`config.mk`:
```
export PLATFORM = sky130hd
export DESIGN_NAME = uart_rx_fifo
export DESIGN_NICKNAME = d
export VERILOG_FILES = /design/src/rtl/uart_rx_fifo.sv
export SDC_FILE = /design/constraint.sdc
export NUM_CORES = 1
export LEC_CHECK = 0
export ABC_AREA = 1
export ABC_CLOCK_PERIOD_IN_PS = 2200
export BUFFER_PORTS_ARGS = -buffer_cell sky130_fd_sc_hd__buf_2
export CAP_MARGIN = 10
export CORE_AREA = 2 2 138 140
export CTS_CLUSTER_DIAMETER = 40
export DETAILED_ROUTE_END_ITERATION = 8
export DIE_AREA = 0 0 140 142
export PLACE_DENSITY = 0.74
export SLEW_MARGIN = 20
export SYNTH_ARGS = -nofsm -noshare
export SYNTH_HDL_FRONTEND = slang
export SYNTH_SLANG_ARGS = --single-unit
```
`constraint.sdc`:
```
create_clock -name clk -period 2.2 [get_ports clk]
set_clock_uncertainty 0.05 [all_clocks]
set_input_delay 0.22 -clock clk [delete_from_list [all_inputs] [get_ports clk]]
set_output_delay 0.22 -clock clk [all_outputs]
set_load 0.01 [all_outputs]
```
`src/rtl/uart_rx_fifo.sv`:
```
// uart_rx_fifo: 8N1 UART receiver with 16x oversampling, feeding a first-word
// fall-through byte FIFO.
//
// Parameters
//   BAUD_DIV   clk cycles per 16x oversampling tick (1..65535)
//   FIFO_AW    FIFO address width; depth is 2**FIFO_AW bytes
//
// Ports
//   clk        system clock, rising-edge active
//   reset_pin  asynchronous active-low reset
//   rx         asynchronous serial input, idles high, LSB first
//   rd_rx_pin  active-low pop strobe, one byte per clk while low and not empty
//   r_data     FIFO head byte, 8'h00 while empty
//   rx_empty   FIFO holds no bytes
//   rx_full    FIFO holds 2**FIFO_AW bytes
//   rx_busy    receiver FSM is not idle
//   frame_err  one-cycle pulse: stop bit sampled low, byte discarded
//   overrun    one-cycle pulse: good byte dropped because the FIFO was full
module uart_rx_fifo #(
    parameter int unsigned BAUD_DIV = 163,
    parameter int unsigned FIFO_AW  = 4
) (
    input  logic       clk,
    input  logic       reset_pin,
    input  logic       rx,
    input  logic       rd_rx_pin,
    output logic [7:0] r_data,
    output logic       rx_empty,
    output logic       rx_full,
    output logic       rx_busy,
    output logic       frame_err,
    output logic       overrun
);

    localparam int unsigned Depth   = 1 << FIFO_AW;
    localparam logic [15:0] BaudMax = 16'(BAUD_DIV - 1);

    typedef enum logic [1:0] {
        StIdle,
        StStart,
        StData,
        StStop
    } state_e;

    // ------------------------------------------------------------------
    // Input synchronizer (resets to the idle line level)
    // ------------------------------------------------------------------
    logic r_rx_meta;
    logic r_rx_sync;

    always_ff @(posedge clk or negedge reset_pin) begin
        if (!reset_pin) begin
            r_rx_meta <= 1'b1;
            r_rx_sync <= 1'b1;
        end else begin
            r_rx_meta <= rx;
            r_rx_sync <= r_rx_meta;
        end
    end

    // ------------------------------------------------------------------
    // Free-running oversampling tick
    // ------------------------------------------------------------------
    logic [15:0] r_baud_cnt;
    logic        w_tick;

    assign w_tick = (r_baud_cnt == BaudMax);

    always_ff @(posedge clk or negedge reset_pin) begin
        if (!reset_pin) begin
            r_baud_cnt <= 16'd0;
        end else if (w_tick) begin
            r_baud_cnt <= 16'd0;
        end else begin
            r_baud_cnt <= r_baud_cnt + 16'd1;
        end
    end

    // ------------------------------------------------------------------
    // Receiver FSM
    // ------------------------------------------------------------------
    state_e     r_state;
    state_e     w_state_next;
    logic [3:0] r_s_cnt;
    logic [3:0] w_s_cnt_next;
    logic [2:0] r_n_cnt;
    logic [2:0] w_n_cnt_next;
    logic [7:0] r_shift;
    logic [7:0] w_shift_next;
    logic       w_push;
    logic       w_ferr;

    always_ff @(posedge clk or negedge reset_pin) begin
        if (!reset_pin) begin
            r_state <= StIdle;
            r_s_cnt <= 4'd0;
            r_n_cnt <= 3'd0;
            r_shift <= 8'h00;
        end else begin
            r_state <= w_state_next;
            r_s_cnt <= w_s_cnt_next;
            r_n_cnt <= w_n_cnt_next;
            r_shift <= w_shift_next;
        end
    end

    always_comb begin
        w_state_next = r_state;
        w_s_cnt_next = r_s_cnt;
        w_n_cnt_next = r_n_cnt;
        w_shift_next = r_shift;
        w_push       = 1'b0;
        w_ferr       = 1'b0;
        unique case (r_state)
            StIdle: begin
                // Start-bit edge is acted on immediately, not on a tick.
                if (!r_rx_sync) begin
                    w_state_next = StStart;
                    w_s_cnt_next = 4'd0;
                end
            end
            StStart: begin
                if (w_tick) begin
                    if (r_s_cnt == 4'd7) begin
                        // Mid start bit: a high line here was only a glitch.
                        if (!r_rx_sync) begin
                            w_state_next = StData;
                            w_s_cnt_next = 4'd0;
                            w_n_cnt_next = 3'd0;
                        end else begin
                            w_state_next = StIdle;
                        end
                    end else begin
                        w_s_cnt_next = r_s_cnt + 4'd1;
                    end
                end
            end
            StData: begin
                if (w_tick) begin
                    if (r_s_cnt == 4'd15) begin
                        w_shift_next = {r_rx_sync, r_shift[7:1]};
                        w_s_cnt_next = 4'd0;
                        if (r_n_cnt == 3'd7) begin
                            w_state_next = StStop;
                        end else begin
                            w_n_cnt_next = r_n_cnt + 3'd1;
                        end
                    end else begin
                        w_s_cnt_next = r_s_cnt + 4'd1;
                    end
                end
            end
            StStop: begin
                if (w_tick) begin
                    if (r_s_cnt == 4'd15) begin
                        w_state_next = StIdle;
                        if (r_rx_sync) begin
                            w_push = 1'b1;
                        end else begin
                            w_ferr = 1'b1;
                        end
                    end else begin
                        w_s_cnt_next = r_s_cnt + 4'd1;
                    end
                end
            end
            default: begin
                w_state_next = StIdle;
            end
        endcase
    end

    assign rx_busy = (r_state != StIdle);

    // ------------------------------------------------------------------
    // FIFO: extra pointer MSB distinguishes full from empty
    // ------------------------------------------------------------------
    logic [7:0]       r_mem [Depth];
    logic [FIFO_AW:0] r_wptr;
    logic [FIFO_AW:0] r_rptr;
    logic             w_empty;
    logic             w_full;
    logic             w_pop;
    logic             w_wr_en;
    logic             w_overrun;

    assign w_empty   = (r_wptr == r_rptr);
    assign w_full    = (r_wptr[FIFO_AW] != r_rptr[FIFO_AW]) &&
                       (r_wptr[FIFO_AW-1:0] == r_rptr[FIFO_AW-1:0]);
    assign w_pop     = !rd_rx_pin && !w_empty;
    // A pop in the same cycle frees the slot, so a full FIFO still accepts.
    assign w_wr_en   = w_push && (!w_full || w_pop);
    assign w_overrun = w_push && w_full && !w_pop;

    always_ff @(posedge clk) begin
        if (w_wr_en) begin
            r_mem[r_wptr[FIFO_AW-1:0]] <= r_shift;
        end
    end

    always_ff @(posedge clk or negedge reset_pin) begin
        if (!reset_pin) begin
            r_wptr <= '0;
            r_rptr <= '0;
        end else begin
            if (w_wr_en) begin
                r_wptr <= r_wptr + 1'b1;
            end
            if (w_pop) begin
                r_rptr <= r_rptr + 1'b1;
            end
        end
    end

    // Storage is not reset, so mask it while empty.
    assign r_data   = w_empty ? 8'h00 : r_mem[r_rptr[FIFO_AW-1:0]];
    assign rx_empty = w_empty;
    assign rx_full  = w_full;

    // ------------------------------------------------------------------
    // Status pulses
    // ------------------------------------------------------------------
    logic r_frame_err;
    logic r_overrun;

    always_ff @(posedge clk or negedge reset_pin) begin
        if (!reset_pin) begin
            r_frame_err <= 1'b0;
            r_overrun   <= 1'b0;
        end else begin
            r_frame_err <= w_ferr;
            r_overrun   <= w_overrun;
        end
    end

    assign frame_err = r_frame_err;
    assign overrun   = r_overrun;

endmodule

```
==> results of run 1 <==
where the power goes:
| group | internal (mW) | leakage [nW] | total (mW) | switching [mW] |
|---|---|---|---|---|
| registers | 3.51 | 2.12 | 3.51 | 0.00318 |
| logic | 0.00724 | 2.01 | 0.0284 | 0.0211 |
| clock network | 1.72 | 0.293 | 3.05 | 1.34 |
| total | 5.23 | 4.42 | 6.59 | 1.36 |
through the flow:
step                utilization  cell area (um2)  hold WS (ns)  setup slack (ns)
floorplan                     -             8150        -0.126            0.0969
global placement          0.468             8630         0.233             0.185
detailed placement        0.468             8630         0.239             0.113
CTS                       0.522             9640         0.234           -0.0341
global route              0.530             9790         0.270            -0.162
finish                    0.530             9790         0.226           -0.0545
state kept, by name, summed over array words and instances, names as in the netlist, named ones only:
signal,count
frame_err,1
overrun,1
r_baud_cnt,16
r_mem,128
r_n_cnt,3
r_rptr,5
r_rx_meta,1
r_rx_sync,1
r_s_cnt,4
r_shift,8
r_state,1
r_wptr,5
worst max-delay path by stage:
| stage | startpoint | to | cells after the start |
|---|---|---|---|
| floorplan | r_s_cnt[0] | r_mem[1][0] | 7 |
| global placement | r_s_cnt[1] | r_mem[1][6] | 8 |
| global route | r_rptr[0] | r_data[5] | 11 |
| CTS | r_rptr[0] | r_data[0] | 12 |
| detailed placement | r_s_cnt[1] | r_mem[1][6] | 8 |
| finish | r_rptr[0] | r_data[1] | 9 |
per-layer routing:
layer  track usage  wire length, um  up-vias
met3        0.0404             1320       50
met2         0.332             9210      262
met1         0.259             8080     2828
li1              -                -     2895
met4        0.0989              700        0
met5             0                0        -
critical path, stage by stage (launching register included):
cell      delay (ns)
dfrtp_2         0.42
clkinv_4        0.11
buf_12          0.17
buf_12          0.14
buf_16          0.13
o21ai_1         0.17
nand3_1         0.10
nand3_1         0.11
a21oi_2         0.07
buf_2           0.14
logic make-up after synthesis:
family,Yosys count,share of synthesized area
AND/OR/NAND/NOR,479,0.252
buffers and inverters,110,0.0560
XOR/XNOR,18,0.0193
adder cells (fa/ha/maj),10,0.0153
AO/OA/AOI/OAI,63,0.0417
flip-flops,175,0.616
placed cells by master (no fill, tap or decap), drive strengths merged:
cell type    count
a21o             2
a21oi           15
buf             61
bufinv           2
clkbuf          19
clkinv           5
clkinvlp         1
dfrtp           45
dfstp            2
dlygate4sd3      2
edfxtp         128
ha              10
inv             90
nand2          293
nand3           69
nand4            5
nor2           109
nor3             3
o211ai           1
o21ai           44
o21bai           1
xnor2            5
xor2            13
repair_timing:
action,4_1_cts,5_1_grt
buffers inserted,6,3
gates cloned,7,2
gates resized for setup,39,41
hold endpoints to repair,26,0
hold buffers,2,0
pin swaps,22,24
setup endpoints to repair,9,122
layout make-up:
cell class	count	area, um2
multi-input combinational	570	2840
tap	234	293
fill	1520	8670
inverter	84	325
sequential	175	5020
timing repair buffer	65	707
clock buffer	17	425
clock inverter	14	170
==> reports/qor.txt, run 1 <==
========================================================================================
Area of the core                                                               18500 um2
Length of the first detailed-routing pass in iterations                                7
Count of final hold-check violations                                                   0
Total power of the final layout                                                  6.59 mW
Share of the yosys chip area belonging to registers                                0.616
Die area                                                                       19900 um2
DR vias/cell                                                                        5.21
Worst-path fanout max                                                                  8
Global-route wire length before repair                                          30700 um
Overall fraction of global-route tracks in use                                     0.202
Post-Syn Nets                                                                        869
Maximum number of pins on one net before global-route repair                          44
Routed via count                                                                    6035
Final layout net count                                                               927
Number of I/O port buffers                                                            16
Number of standard cells after synthesis                                             855
Worst reg2reg path startpoint                                                  r_rptr[0]
Synthesis-to-layout area growth                                                    20.0%
Most repeated cell in the gate-level netlist after synthesis                     nand2_1
CTS Sinks                                                                            175
Count of cells along the worst hold path                                               4
Average wire per standard cell                                                   16.7 um
H-tree levels                                                                          4
Cell Area, Synth                                                                8150 um2
Gpl congestion                                                                     0.910
Starting DRT DRC Count                                                               534
Outcome                                                                     finished, violations left
Ratio of cells with drive above 1 in the final layout                              0.203
Leading post-synthesis cells by instance count                              nand2_1, edfxtp_1, nor2_1
Synth async-reset ratio                                                            0.269
Number of remaining DRC errors                                                         3
Pleak                                                                            4.42 nW
Post-synth top area share                                                          0.471
Max-slew headroom                                                                  0.445
Maximum VDD drop                                                                0.681 mV
Hold-critical path endpoint                                                    r_rptr[2]
Max-slew violation count                                                               0
Final setup violation count                                                            7
Number of register bits inferred by synthesis                                        175
Final sum of negative setup slack                                              -0.305 ns
I/O pin cnt                                                                           17
Cell depth of the worst flop-to-flop path                                              8
Post-Route WL                                                                   19300 um
Dominant cells by area after synthesis                                      edfxtp_1, dfrtp_1, nand2_1, nor2_1, nand3_1
Antenna Violating Nets Remaining                                                       0
Initial antenna violation count                                                        0
Count of placed standard cells in the final layout, fillers left out                1159
Minimum clock period after layout                                                2.25 ns
Setup WS post-layout                                                          -0.0545 ns
Kind of capture point of the worst setup path                                output port
Total half-perimeter wirelength after legalization and detailed placement       11600 um
Count of cell types in the netlist                                                    34
Post-synth top area cell                                                        edfxtp_1
Via count of the first global-routing pass                                          5908
Power density of the placed cells                                             674 nW/um2
Required time at the worst-slack endpoint                                        1.93 ns
Worst Max-Slew Pin Slew                                                         0.832 ns
Arrival time of the worst setup path                                             1.98 ns
Starting density of the core                                                       0.442
Max Fclk                                                                       0.444 GHz
RSZ-0062 raised after global routing                                                true
Mapped Avg Cell Area                                                            9.54 um2
Post-synth EDFFs                                                                     128
Critical Path Source Type                                                       register
Class of the tightest hold or removal check                                 input pin to register
Synth Flop Type                                                                 edfxtp_1
Kind of critical path                                                       register to output port
Die boundary height                                                               142 um
Die width                                                                         140 um
Clock root buffer                                                              clkbuf_16
Clk buf depth                                                                          2
Hold Startpoint                                                                rd_rx_pin
TritonCTS clock tree                                                                 yes
Number of antenna repair diodes                                                        0
Insertion delay of the later-clocked pin in the worst-skew pair                  0.43 ns
Number of placement rows                                                              50
Period utilization                                                                  1.02
Leftover overflow at the end of global routing                                         0
# placed instances                                                                  1110
Endpoint of the lowest-slack register-to-register path                       r_mem[9][4]
TritonCTS Buffers                                                                     17
Register-to-register setup slack                                                 0.14 ns
Number of violations of the max-capacitance limit                                      0
Failing checks                                                              DRC, setup timing
Clock-pin slew on the worst setup and hold paths                                 0.07 ns
Yosys synthesis warning count                                                          0
========================================================================================
No activity file was read; power rests on OpenSTA's default activity.
==> inputs of run 2 (changes only) <==
Settings changed: CTS_CLUSTER_SIZE set to 40, PLACE_DENSITY 0.74 to 0.71, SLEW_MARGIN 20 to not set.
==> run 2 against run 1 <==
  * The run still ends with DRC, setup timing left
  * Critical path depth increased by 2
  * Worst setup slack improved by 0.042 ns
  * Clock-buffer cell count increased by 3
  * Die area unchanged
  * Register-to-register slack about the same
  * Clock power about the same
  * Via count decreased by 3.9%
  * Power increased by 0.47%
  * Critical path type unchanged
  * Critical endpoint unchanged
  * Highest routed layer unchanged
==> reports/qor.txt, run 2 (same netlist as run 1, synthesis figures left out) <==
========================================================================================
Outcome                                                                     finished, violations left
Failing checks                                                              DRC, setup timing
Worst reg2reg path startpoint                                               r_baud_cnt[0]
Overall fraction of global-route tracks in use                                     0.189
Critical Path Source Type                                                       register
Antenna Violating Nets Remaining                                                       0
Die area                                                                       19900 um2
# placed instances                                                                  1112
Minimum clock period after layout                                                2.21 ns
Number of I/O port buffers                                                            16
Worst-path fanout max                                                                 13
Switching power                                                                  1.22 mW
Number of remaining DRC errors                                                         6
Final non-filler cell area                                                      9400 um2
Number of violations of the max-capacitance limit                                      0
Cell depth of the worst flop-to-flop path                                             11
Final sum of negative setup slack                                             -0.0255 ns
Max Fclk                                                                       0.452 GHz
Die width                                                                         140 um
Final worst hold slack                                                          0.238 ns
Post-Route WL                                                                   17900 um
Clock-pin slew on the worst setup and hold paths                                 0.07 ns
Area of the core                                                               18500 um2
DP Area                                                                         8650 um2
Maximum VDD drop                                                                0.532 mV
Clk buf depth                                                                          2
Maximum number of pins on one net before global-route repair                          44
Sw frac                                                                            0.184
Length of the first detailed-routing pass in iterations                                7
Required time at the worst-slack endpoint                                        1.93 ns
Count of placed standard cells in the final layout, fillers left out                1151
Ratio of cells with drive above 1 in the final layout                              0.139
Starting DRT DRC Count                                                               436
Leftover overflow at the end of global routing                                         0
TritonCTS Buffers                                                                     17
Fraction of power consumed by the clock network                                    0.465
Routed via count                                                                    5802
Count of final hold-check violations                                                   0
Register-to-register setup slack                                                 0.15 ns
Synthesis-to-layout area growth                                                    15.3%
RSZ-0062 raised after global routing                                                true
Final setup violation count                                                            3
Power density of the placed cells                                             704 nW/um2
CTS Sinks                                                                            175
Max-slew headroom                                                                  0.472
Average wire per standard cell                                                   15.6 um
Proportion of power drawn by combinational gates                                   0.004
Arrival time of the worst setup path                                             1.94 ns
Final layout net count                                                               917
Period utilization                                                                  1.01
Initial antenna violation count                                                        0
Number of placement rows                                                              50
Kind of capture point of the worst setup path                                output port
Most frequent cells in the layout                                           nand2_1, edfxtp_1, nor2_1
Total power of the final layout                                                  6.62 mW
Via count of the first global-routing pass                                          5605
Die boundary height                                                               142 um
Total half-perimeter wirelength after legalization and detailed placement       11700 um
Int Pwr                                                                          5.40 mW
Placement-stage worst setup slack                                              0.0822 ns
H-tree levels                                                                          4
Leading cell type in the layout, fill and taps excluded                          nand2_1
Register share of total power                                                      0.530
Fraction of the core area covered by cells at the end of the flow                  0.509
Starting density of the core                                                       0.442
Max-slew violation count                                                               0
Hold Startpoint                                                                rd_rx_pin
Pleak                                                                            4.28 nW
Count of cells along the worst hold path                                               4
Worst Max-Slew Pin Slew                                                         0.792 ns
Clock root buffer                                                              clkbuf_16
I/O pin cnt                                                                           17
Number of flip-flops in the largest register                                         128
Gpl congestion                                                                     0.868
Setup WS post-layout                                                          -0.0127 ns
TritonCTS clock tree                                                                 yes
Worst Setup SP                                                                 r_rptr[0]
Kind of critical path                                                       register to output port
DR vias/cell                                                                        5.04
Insertion delay of the later-clocked pin in the worst-skew pair                  0.42 ns
Global-route wire length before repair                                          28900 um
Fillers                                                                             1637
Class of the tightest hold or removal check                                 input pin to register
========================================================================================
-- run 2: final timing paths --
| check | end |
|---|---|
| worst min register to register | r_rx_sync |
| max in group asynchronous | r_rx_sync |
| worst min-delay path | r_rptr[2] |
| worst max-delay path | r_data[1] |
| min in group asynchronous | r_n_cnt[2] |
| worst max register to register | r_mem[3][1] |
-- run 2: layer usage --
metal / wire length [um] / global-route usage
met5: 0 / 0
met4: 365 / 0.0643
met3: 1150 / 0.0421
met2: 8580 / 0.315
met1: 7830 / 0.247
-- run 2: cell type report --
class | instances | area [um2] | share of cell area
timing repair inverter | 1 | 7.51 | 0.000799
timing repair buffer | 54 | 455 | 0.0484
antenna | 1 | 2.50 | 0.000266
tap | 234 | 293 | 0.0311
clock buffer | 20 | 437 | 0.0464
inverter | 84 | 320 | 0.0341
sequential | 175 | 5030 | 0.535
multi-input combinational | 570 | 2690 | 0.286
clock inverter | 12 | 168 | 0.0178
-- run 2: power by group through the flow --
| stage | registers [mW] | logic, mW | clock network [mW] |
|---|---|---|---|
| 6_report | 3.51 | 0.0296 | 3.08 |
| 5_1_grt | 3.51 | 0.0344 | 3.26 |
| 4_1_cts | 3.51 | 0.0311 | 3.12 |
| 3_5_place_dp | 3.58 | 0.0286 | 0 |
| 3_3_place_gp | 3.58 | 0.0282 | 0 |
| 2_1_floorplan | 3.58 | 0.00497 | 0 |
-- run 2: what timing repair did --
action                                  CTS  global route
buffers inserted                          0             2
cloned                                    1             1
pin swaps                                 0             1
gates resized for setup                  16             9
endpoints found under the hold margin    27             0
endpoints found under the setup margin    9           128
hold buffers                              2             0
-- run 2: critical path, stage by stage (launching register included) --
cell and delay (ns):
dfrtp_2 0.48, inv_6 0.13, buf_12 0.14, nand2_1 0.06
nand2_1 0.05, nand2_1 0.08, nand2_2 0.10, nand2_1 0.05
nand2_1 0.06, inv_1 0.05, a21oi_1 0.16, buf_2 0.16
==> inputs of run 3 (changes only) <==
Settings changed: CORE_AREA 2 2 138 140 to 2 2 177 110, DIE_AREA 0 0 140 142 to 0 0 179 112.
==> run 3 against run 2 <==
  * Power shrank 2.6%
  * Non-clock buffer count grew 9
  * Utilization grew 1.1 points
  * Clock-buffer cell count shrank 3
  * The flow finishes with violations (setup timing)
  * Worst setup slack lost 0.088 ns
  * Critical endpoint is now r_data[7]
  * First-iteration DRC count grew 50%
  * Largest cell class unchanged
  * Register-to-register slack is essentially flat
==> reports/qor.txt, run 3 (same netlist as run 1, synthesis figures left out) <==
========================================================================================
Outcome                                                                     finished, violations left
Failing checks                                                              setup timing
Kind of capture point of the worst setup path                                output port
Number of flip-flops in the largest register                                         128
Area used by sequential logic in the layout                                     5020 um2
Antenna Violating Nets Remaining                                                       0
Worst Max-Slew Pin Slew                                                         0.783 ns
DP Area                                                                         8710 um2
Area of the multi-input gates                                                   2780 um2
Count of final hold-check violations                                                   0
DR vias/cell                                                                        5.09
Worst-path fanout max                                                                 24
Max-slew headroom                                                                  0.478
Total half-perimeter wirelength after legalization and detailed placement       12300 um
Die width                                                                         179 um
Class of the tightest hold or removal check                                 input pin to asynchronous set/reset pin
Post-Route WL                                                                   19200 um
Kind of critical path                                                       register to output port
Length of the first detailed-routing pass in iterations                                7
RSZ-0062 raised after global routing                                                true
Leading cell type in the layout, fill and taps excluded                          nand2_1
Maximum number of pins on one net before global-route repair                          33
Gpl congestion                                                                     0.878
TritonCTS Buffers                                                                     17
Max Fclk                                                                       0.435 GHz
Maximum VDD drop                                                                0.502 mV
Critical Path Source Type                                                       register
Insertion delay of the later-clocked pin in the worst-skew pair                  0.43 ns
Number of remaining DRC errors                                                         0
CTS Sinks                                                                            175
Final setup violation count                                                            8
H-tree levels                                                                          4
Fillers                                                                             1584
Arrival time of the worst setup path                                             2.03 ns
Starting DRT DRC Count                                                               656
Number of violations of the max-capacitance limit                                      0
Minimum clock period after layout                                                2.30 ns
Leftover overflow at the end of global routing                                         0
TritonCTS clock tree                                                                 yes
Placement-stage worst setup slack                                              0.0631 ns
Power density of the placed cells                                             670 nW/um2
Die area                                                                       20000 um2
Ratio of cells with drive above 1 in the final layout                              0.178
Global-route wire length before repair                                          30400 um
Final non-filler cell area                                                      9620 um2
Number of antenna repair diodes                                                        0
Initial antenna violation count                                                        0
Max-slew violation count                                                               0
Clock-pin slew on the worst setup and hold paths                                 0.07 ns
Number of placement rows                                                              39
Via count of the first global-routing pass                                          5593
Starting density of the core                                                       0.441
Final sum of negative setup slack                                              -0.386 ns
Synthesis-to-layout area growth                                                    18.0%
Average wire per standard cell                                                   16.4 um
Clock root buffer                                                              clkbuf_16
Overall fraction of global-route tracks in use                                     0.203
Most frequent cells in the layout                                           nand2_1, edfxtp_1, nor2_1
Fraction of the core area covered by cells at the end of the flow                  0.520
Routed via count                                                                    5965
Required time at the worst-slack endpoint                                        1.93 ns
Die boundary height                                                               112 um
Pleak                                                                            4.37 nW
Period utilization                                                                  1.05
I/O pin cnt                                                                           17
Number of I/O port buffers                                                            16
Clk buf depth                                                                          2
Final worst hold slack                                                          0.188 ns
Area of the core                                                               18500 um2
Cell depth of the worst flop-to-flop path                                              8
Final layout net count                                                               926
Setup WS post-layout                                                           -0.101 ns
========================================================================================
run 3: changes by cell type in the layout (fill, tap and decap cells not counted), sizes merged:
cell	previous run	this run
diode	1	0
inv	81	88
bufinv	4	0
buf	52	61
clkbuf	20	17
run 3: where the power goes:
group          internal (mW)  total [mW]  switching [mW]
clock                   1.51        2.91            1.41
combinational        0.00610      0.0272          0.0211
sequential              3.51        3.51         0.00335
total                   5.02        6.45            1.43
run 3: what timing repair did:
| action | CTS | global route |
|---|---|---|
| gates cloned | 5 | 1 |
| setup buffers | 1 | 1 |
| hold buffers | 2 | 0 |
| endpoints found under the setup margin | 8 | 122 |
| pin swaps | 5 | 2 |
| hold endpoints to repair | 16 | 0 |
| gates resized for setup | 35 | 12 |
run 3: path summary, 6_finish.rpt:
kind | startpoint | to | slack [ns]
worst max-delay path | r_rptr[0] | r_data[7] | -0.10
worst min-delay path | reset_pin | r_s_cnt[1] | 0.19
worst max register to register | r_s_cnt[1] | r_mem[8][1] | 0.16
worst min register to register | r_rx_meta | r_rx_sync | 0.31
max in group asynchronous | reset_pin | r_baud_cnt[15] | 1.16
min in group clk | rd_rx_pin | r_rptr[0] | 0.29
run 3: metrics by stage:
stage	instances	total power [mW]
5_1_grt	1171	6.64
2_1_floorplan	855	3.58
4_1_cts	1169	6.48
6_report	1171	6.45
3_5_place_dp	1129	3.61
3_3_place_gp	1129	3.61
run 3: layout make-up:
| class | instances | area share |
|---|---|---|
| sequential | 175 | 0.522 |
| timing repair buffer | 63 | 0.0619 |
| clock buffer | 17 | 0.0442 |
| timing repair inverter | 1 | 0.000781 |
| inverter | 84 | 0.0338 |
| clock inverter | 15 | 0.0156 |
| multi-input combinational | 570 | 0.289 |
| tap | 246 | 0.0320 |
run 3: critical path, cell delays in order (launching register included):
cell	delay [ns]
dfrtp_2	0.52
buf_12	0.22
nor2_1	0.07
nor2_1	0.16
o21ai_1	0.12
nand3_1	0.11
nand3_2	0.10
a21oi_2	0.15
buf_2	0.14
run 3: routing by layer:
layer	vias to the layer above	share of wire	GRT usage
met5	-	0	0
met4	0	0.0084	0.0396
met3	15	0.079	0.0482
met2	238	0.43	0.283
met1	2817	0.49	0.321
li1	2895	-	-
